**src/rtl/uart_tx_arbiter.sv**
```systemverilog
// Round-robin arbiter that shares one uartTX among N_REQ byte producers.
// Each grant moves one byte, issues one send pulse and tracks the busy handshake.
module uart_tx_arbiter #(
  parameter int N_REQ         = 4,
  parameter int DATA_W        = 8,
  parameter int START_TIMEOUT = 16
) (
  input  logic                       clk,
  input  logic                       rst_n,
  input  logic [N_REQ-1:0]           req_valid,
  input  logic [N_REQ*DATA_W-1:0]    req_data,
  output logic [N_REQ-1:0]           req_ready,
  output logic [DATA_W-1:0]          tx_data,
  output logic                       tx_send,
  input  logic                       tx_busy,
  output logic [$clog2(N_REQ)-1:0]   grant_id,
  output logic                       active,
  output logic                       tx_done,
  output logic                       timeout_err
);

  localparam int ID_W  = $clog2(N_REQ);
  localparam int CNT_W = (START_TIMEOUT > 1) ? $clog2(START_TIMEOUT) : 1;
  localparam logic [ID_W-1:0]  LAST_RST = ID_W'(N_REQ - 1);
  localparam logic [CNT_W-1:0] CNT_MAX  = CNT_W'(START_TIMEOUT - 1);

  typedef enum logic [1:0] {IDLE, ISSUE, WAIT_START, WAIT_DONE} state_t;

  state_t             state, state_nxt;
  logic [ID_W-1:0]    last_grant, last_grant_nxt;
  logic [CNT_W-1:0]   cnt, cnt_nxt;

  logic [N_REQ-1:0]   req_ready_nxt;
  logic [DATA_W-1:0]  tx_data_nxt;
  logic               tx_send_nxt;
  logic [ID_W-1:0]    grant_id_nxt;
  logic               tx_done_nxt;
  logic               timeout_err_nxt;

  logic               win_found;
  logic [ID_W-1:0]    win_id;
  logic [DATA_W-1:0]  win_data;

  // Requester index reached by stepping 'off' places past 'base', wrapping at N_REQ.
  function automatic logic [ID_W-1:0] rr_idx(input logic [ID_W-1:0] base, input int off);
    return ID_W'((int'(base) + off) % N_REQ);
  endfunction

  // Search starts just after the last winner, so the previous winner has lowest priority.
  always_comb begin
    win_found = 1'b0;
    win_id    = '0;
    for (int k = 1; k <= N_REQ; k++) begin
      if (!win_found && req_valid[rr_idx(last_grant, k)]) begin
        win_found = 1'b1;
        win_id    = rr_idx(last_grant, k);
      end
    end
  end

  always_comb begin
    win_data = '0;
    for (int k = 0; k < N_REQ; k++) begin
      if (win_id == ID_W'(k)) begin
        win_data = req_data[k*DATA_W +: DATA_W];
      end
    end
  end

  always_comb begin
    state_nxt       = state;
    last_grant_nxt  = last_grant;
    cnt_nxt         = cnt;
    tx_data_nxt     = tx_data;
    grant_id_nxt    = grant_id;
    req_ready_nxt   = '0;
    tx_send_nxt     = 1'b0;
    tx_done_nxt     = 1'b0;
    timeout_err_nxt = 1'b0;
    case (state)
      IDLE: begin
        if (win_found && !tx_busy) begin
          tx_data_nxt           = win_data;
          req_ready_nxt[win_id] = 1'b1;
          grant_id_nxt          = win_id;
          last_grant_nxt        = win_id;
          state_nxt             = ISSUE;
        end
      end
      ISSUE: begin
        tx_send_nxt = 1'b1;
        cnt_nxt     = '0;
        state_nxt   = WAIT_START;
      end
      WAIT_START: begin
        // A transmitter that never starts drops the byte rather than retrying it.
        if (tx_busy) begin
          state_nxt = WAIT_DONE;
        end else if (cnt == CNT_MAX) begin
          timeout_err_nxt = 1'b1;
          state_nxt       = IDLE;
        end else begin
          cnt_nxt = cnt + CNT_W'(1);
        end
      end
      WAIT_DONE: begin
        if (!tx_busy) begin
          tx_done_nxt = 1'b1;
          state_nxt   = IDLE;
        end
      end
      default: state_nxt = IDLE;
    endcase
  end

  always_ff @(posedge clk or negedge rst_n) begin
    if (!rst_n) begin
      state      <= IDLE;
      last_grant <= LAST_RST;
      cnt        <= '0;
    end else begin
      state      <= state_nxt;
      last_grant <= last_grant_nxt;
      cnt        <= cnt_nxt;
    end
  end

  // Outputs are registered copies of the next-state decode; active mirrors the new state.
  always_ff @(posedge clk or negedge rst_n) begin
    if (!rst_n) begin
      req_ready   <= '0;
      tx_data     <= '0;
      tx_send     <= 1'b0;
      grant_id    <= '0;
      active      <= 1'b0;
      tx_done     <= 1'b0;
      timeout_err <= 1'b0;
    end else begin
      req_ready   <= req_ready_nxt;
      tx_data     <= tx_data_nxt;
      tx_send     <= tx_send_nxt;
      grant_id    <= grant_id_nxt;
      active      <= (state_nxt != IDLE);
      tx_done     <= tx_done_nxt;
      timeout_err <= timeout_err_nxt;
    end
  end

endmodule
```
**config.mk**
```make
export PLATFORM = sky130hd
export DESIGN_NAME = uart_tx_arbiter
export DESIGN_NICKNAME = d
export VERILOG_FILES = /design/src/rtl/uart_tx_arbiter.sv
export SDC_FILE = /design/constraint.sdc
export NUM_CORES = 1
export LEC_CHECK = 0
export ABC_AREA = 0
export CELL_PAD_IN_SITES_DETAIL_PLACEMENT = 1
export CELL_PAD_IN_SITES_GLOBAL_PLACEMENT = 1
export CORE_UTILIZATION = 31
export DETAILED_ROUTE_END_ITERATION = 8
export PLACE_DENSITY_LB_ADDON = 0.12
export SYNTH_ARGS = -nofsm -noshare
export SYNTH_HDL_FRONTEND = slang
export SYNTH_SLANG_ARGS = --single-unit
```
**constraint.sdc**
```tcl
create_clock -name clk -period 1.9 [get_ports clk]
set_clock_uncertainty 0.05 [all_clocks]
set_input_delay 0.38 -clock clk [delete_from_list [all_inputs] [get_ports clk]]
set_output_delay 0.38 -clock clk [all_outputs]
set_load 0.01 [all_outputs]
```
==> impl_metrics.tcl, run 1 <==
set metrics [dict create \
    status "complete, no violations" \
    cts-root-buf "clkbuf_8" \
    syn_nets 168 \
    dr_total_vias 1262 \
    hold_class "in2async" \
    via_per_inst 5.11 \
    final_common_cell "clkdlybuf4s50_1" \
    critPathBufInv 2 \
    seq_area_frac_synth_pct 49.7 \
    layout-drive-gt1-share_pct 14.7 \
    grt_setup_unrepaired "false" \
    dp_slack_ns -0.367 \
    synthArstFlopShare_pct 100 \
    drc 0 \
    dr.pass1.iters 4 \
    grt_max_degree 27 \
    cp.depth 7 \
    crit_chain "clkdlybuf4s50_1 > nor2_2 > o21ai_0 > a311o_1 > buf_12 > mux2i_1 > o221ai_1" \
    numCtsBuffers 3 \
    first_iter_violations 37 \
    dieHeight_um 67.1 \
    grtUsageTotal_pct 18.9 \
    yosysTopAreaCell "dfrtp_1" \
    peakVddDrop_uv 409 \
    dieArea_um2 4500 \
    grt_overflow 0 \
    p_leak_nw 0.942 \
    finalHoldViolCount 0 \
    power_density_nw_per_um2 1210 \
    maxCapViolations 0 \
    startpoint_type "primary input" \
    ff2ff_path_depth 5 \
    rows 23 \
    final_cell_mix "clkdlybuf4s50_1, dfrtp_1, nand2_1" \
    cts_tree "built" \
    grt_pass1_wl_um 6270 \
    synthFlopType "dfrtp_1" \
    wl_um 3850 \
    layout_setup_ws_ns 0.0832 \
    clock.fmax_ghz 0.550 \
    path_delay_family "buffers and inverters" \
    start_util_pct 32.6 \
    ant_nets 0 \
    synth-edff-count 0 \
    gp_congestion 0.722 \
    synth-seq-cells 26 \
    grt_pass1_vias 1391 \
    critPathMaxStageDelay_ns 0.46 \
    period_share_pct 95.6 \
    clk_pin_slew_ns 0.09 \
    fin_nets 238 \
    relSlewSlack_pct 76.9 \
    final_core_util_pct 52.5 \
    synth.cell_area_um2 1310 \
    tightest_slew_ns 0.347 \
    io_pins 57 \
    crit_slowest_cell "clkdlybuf4s50_1" \
    grt_antenna_before_repair 0 \
    critPathKind "in2reg" \
    path_max_fanout 20 \
    setup_viol 0 \
    synth.avg_cell_area_um2 10.3 \
    clock_path_buffers 2 \
    drv_slew 0 \
    synth_cells 128 \
    h-tree-depth 1 \
    period_minus_slack_ns 1.82 \
    synth_area_leaders "dfrtp_1, mux2i_1, o221ai_1" \
    ys_types 33 \
    clk_latency_ns 0.27 \
    core_area_um2 4030 \
    cp.required_ns 1.99 \
    crit_path_end_kind "flop" \
    antenna_cells 0 \
    post_drt_wl_per_cell_um 15.6 \
    yosysWarningCount 0 \
    numPortBuffers 56 \
    syn_to_final_growth_pct 60.9 \
    arrival_ns 1.91 \
    dpl.hpwl_um 2890 \
    netlist.area_leader.share_pct 45.7 \
    cts_sinks 26 \
    die_w_um 67.1 \
]
sequential cells by signal, indices dropped and copies added (netlist names):
| register | count |
|---|---|
| tx_data | 8 |
| cnt | 4 |
| grant_id | 2 |
| active | 1 |
| last_grant | 2 |
| req_ready | 4 |
| timeout_err | 1 |
| state | 2 |
| tx_done | 1 |
| tx_send | 1 |
cell type report:
class / instances / area (um2)
well taps: 50 / 62.6
repair buffers: 72 / 691
fillers: 451 / 1920
multi-input cells: 91 / 647
inverters: 4 / 15.0
flip-flops and latches: 26 / 653
clock buffers: 4 / 45.0
cells by family after synthesis:
group                      after synthesis  synth area share (%)
AOI/OAI and AO/OA                       30                  17.5
adders and majority gates                1                 0.952
buffers and inverters                   11                  4.00
DFF                                     26                  49.7
muxes                                   19                  14.5
and+or+nand+nor                         41                  13.3
power by group:
group	internal, W	total, W	switching [W]
Clock	0.000150	0.000323	0.000173
Combinational	0.000714	0.00131	0.000593
Sequential	0.000773	0.000930	0.000156
worst reg2reg max path, stage by stage, from the launching register on:
cell      delay [ns]
dfstp_2         0.61
nand2_1         0.07
a311o_1         0.39
buf_12          0.18
mux2i_1         0.19
o221ai_1        0.15
metal layers:
| metal | vias to the layer above | wire length (um) | share of wire, % | GRT usage, % |
|---|---|---|---|---|
| met3 | 2 | 167 | 4.3 | 4.11 |
| met1 | 626 | 1550 | 40 | 20.9 |
| li1 | 603 | - | - | - |
| met4 | 0 | 18 | 0.47 | 7.18 |
| met2 | 31 | 2110 | 55 | 34.6 |
| met5 | - | 0 | 0 | 0 |
per-stage QoR:
step / TNS [ns] / hold slack, ns / cell area [um2] / total power [W] / instances
after floorplan: 0 / 0.0344 / 1310 / 0.00159 / 128
after global placement: -3.25 / 0.412 / 2020 / 0.00215 / 242
after detailed placement: -4.49 / 0.433 / 2020 / 0.00221 / 242
after CTS: 0 / 0.431 / 2080 / 0.00256 / 246
after global routing: 0 / 0.441 / 2110 / 0.00276 / 247
final: 0 / 0.421 / 2110 / 0.00256 / 247
cell usage after synthesis (2+ instances only):
| cell | instances |
|---|---|
| o21ai_0 | 4 |
| o22ai_1 | 3 |
| o221ai_1 | 9 |
| mux2i_1 | 19 |
| a21oi_1 | 3 |
| a21o_1 | 2 |
| buf_2 | 3 |
| dfstp_2 | 2 |
| clkbuf_1 | 3 |
| dfrtp_1 | 24 |
| nand2_1 | 20 |
| inv_1 | 4 |
| nor2_1 | 12 |
repair_timing:
action / 4_1_cts / 5_1_grt
pin swaps: 1 / 3
cloned: 0 / 0
setup buffers: 0 / 1
gates resized for setup: 6 / 4
setup endpoints to repair: 9 / 8
hold buffers: 0 / 0
worst paths after layout:
path | to | slack, ns | startpoint
max | tx_data[4] | 0.08 | req_valid[1]
min | state[1] | 0.42 | rst_n
max reg2reg | tx_data[4] | 0.13 | last_grant[1]
min reg2reg | grant_id[1] | 0.45 | grant_id[1]
max in group asynchronous | last_grant[1] | 1.07 | rst_n
min in group clk | grant_id[1] | 0.45 | grant_id[1]
(Power assumes the default switching activity.)
==> inputs of run 2 (changes only) <==
--- a/config.mk
+++ b/config.mk
@@ -11,6 +11,7 @@
 export CORE_UTILIZATION = 31
 export DETAILED_ROUTE_END_ITERATION = 8
 export PLACE_DENSITY_LB_ADDON = 0.12
+export SETUP_SLACK_MARGIN = 0.05
 export SYNTH_ARGS = -nofsm -noshare
 export SYNTH_HDL_FRONTEND = slang
 export SYNTH_SLANG_ARGS = --single-unit
==> impl_metrics.tcl, run 2 (synthesis results as in run 1) <==
set metrics [dict create \
    nFillCells 444 \
    crit_chain "nand2_1 > a311o_2 > buf_12 > mux2i_1 > o221ai_1" \
    multiInputGateArea_um2 652 \
    largest_reg_flops 8 \
    post_drt_wl_per_cell_um 16.1 \
    layout-drive-gt1-share_pct 16.2 \
    io_pins 57 \
    crit_path_end_kind "flop" \
    cts_tree "built" \
    power_density_nw_per_um2 1220 \
    grt_pass1_vias 1391 \
    p_leak_nw 0.974 \
    peakVddDrop_uv 410 \
    clock.fmax_ghz 0.551 \
    relSlewSlack_pct 76.5 \
    final_common_cell "clkdlybuf4s50_1" \
    drv_slew 0 \
    maxCapViolations 0 \
    syn_to_final_growth_pct 63.5 \
    clk_latency_ns 0.27 \
    period_minus_slack_ns 1.81 \
    top_layer "met4" \
    first_iter_violations 38 \
    gp_congestion 0.722 \
    grt_max_degree 27 \
    grt_overflow 0 \
    dr_wl_met3_um 160 \
    path_delay_family "flip-flops" \
    hold_class "in2async" \
    dieHeight_um 67.1 \
    met1_length_um 1640 \
    antenna_cells 0 \
    period_share_pct 95.5 \
    setup_viol 0 \
    fin_nets 239 \
    finalHoldViolCount 0 \
    cts-root-buf "clkbuf_8" \
    placed_cell_area_um2 2020 \
    r2r-start "last_grant[1]" \
    dr.pass1.iters 4 \
    total_power_w 0.00262 \
    h-tree-depth 1 \
    stdcell_area_um2 2150 \
    numCtsBuffers 3 \
    dieArea_um2 4500 \
    rows 23 \
    cts_sinks 26 \
    numPortBuffers 56 \
    largest_register "tx_data" \
    final_cell_mix "clkdlybuf4s50_1, dfrtp_1, nand2_1" \
    status "complete, no violations" \
    critPathMaxStageDelay_ns 0.61 \
    start_util_pct 32.6 \
    critPathKind "reg2reg" \
    grt_antenna_before_repair 0 \
    clock_path_buffers 2 \
    arrival_ns 1.90 \
    startpoint "last_grant[1]" \
    ant_nets 0 \
    dpl.hpwl_um 2890 \
    grt_pass1_wl_um 6270 \
    grt_setup_unrepaired "false" \
    wl_met2_um 2150 \
    startpoint_type "flop" \
    tightest_slew_ns 0.353 \
    path_max_fanout 10 \
    core_area_um2 4030 \
    die_w_um 67.1 \
    dr_total_vias 1269 \
    via_per_inst 5.12 \
    crit_slowest_cell "dfstp_2" \
    seqCellArea_um2 653 \
    clk_pin_slew_ns 0.09 \
    critPathBufInv 1 \
    cp.required_ns 1.99 \
    drc 0 \
    grtUsageTotal_pct 18.9 \
    largestRegisters "tx_data: 8 flops, cnt: 4 flops, req_ready: 4 flops" \
    wl_um 3990 \
]
[run 2: changes by cell type in the layout (fill, tap and decap cells not counted), sizes merged]
cell,change
clkdlybuf4s50,-2
dlymetal6s2s,+2
clkbuf,+1
[run 2: final cells by class]
type	count	share of cell area (%)
Timing Repair Buffer	73	33.5
Sequential cell	26	30.4
Tap cell	50	2.91
Inverter	4	0.699
Clock buffer	4	2.10
Multi-Input combinational cell	91	30.3
[run 2: path summary, 6_finish.rpt]
path | endpoint | slack [ns] | depth (start not counted)
max | tx_data[4] | 0.09 | 5
min | tx_send | 0.43 | 2
max reg2reg | tx_data[4] | 0.09 | 5
min reg2reg | grant_id[1] | 0.45 | 1
max in group asynchronous | last_grant[1] | 1.07 | 2
min in group clk | grant_id[1] | 0.45 | 1
[run 2: timing repair]
item	4_1_cts	5_1_grt
gates resized for setup	6	8
setup endpoints to repair	11	8
buffers inserted	0	1
gates cloned	0	1
hold buffers	0	0
pin swaps	2	4
[run 2: where the power goes]
group          switching [W]  internal [W]  total [W]
clock               0.000173      0.000150   0.000323
sequential          0.000156      0.000773   0.000930
combinational       0.000613      0.000757    0.00137
total               0.000942       0.00168    0.00262
[run 2: metal layers]
metal,global-route usage (%),vias up
met2,34.6,33
met4,7.18,0
met3,4.11,4
li1,-,607
met5,0,-
met1,20.9,625
[run 2: through the flow]
stage / worst slack [ns] / hold WS (ns) / cells / util [%] / TNS [ns]
floorplan: 0.185 / 0.0344 / 128 / - / 0
global placement: -0.276 / 0.412 / 242 / 50.2 / -3.25
detailed placement: -0.367 / 0.433 / 242 / 50.2 / -4.49
CTS: 0.0387 / 0.431 / 246 / 51.7 / 0
global route: 0.0457 / 0.440 / 248 / 53.3 / 0
finish: 0.0861 / 0.428 / 248 / 53.3 / 0
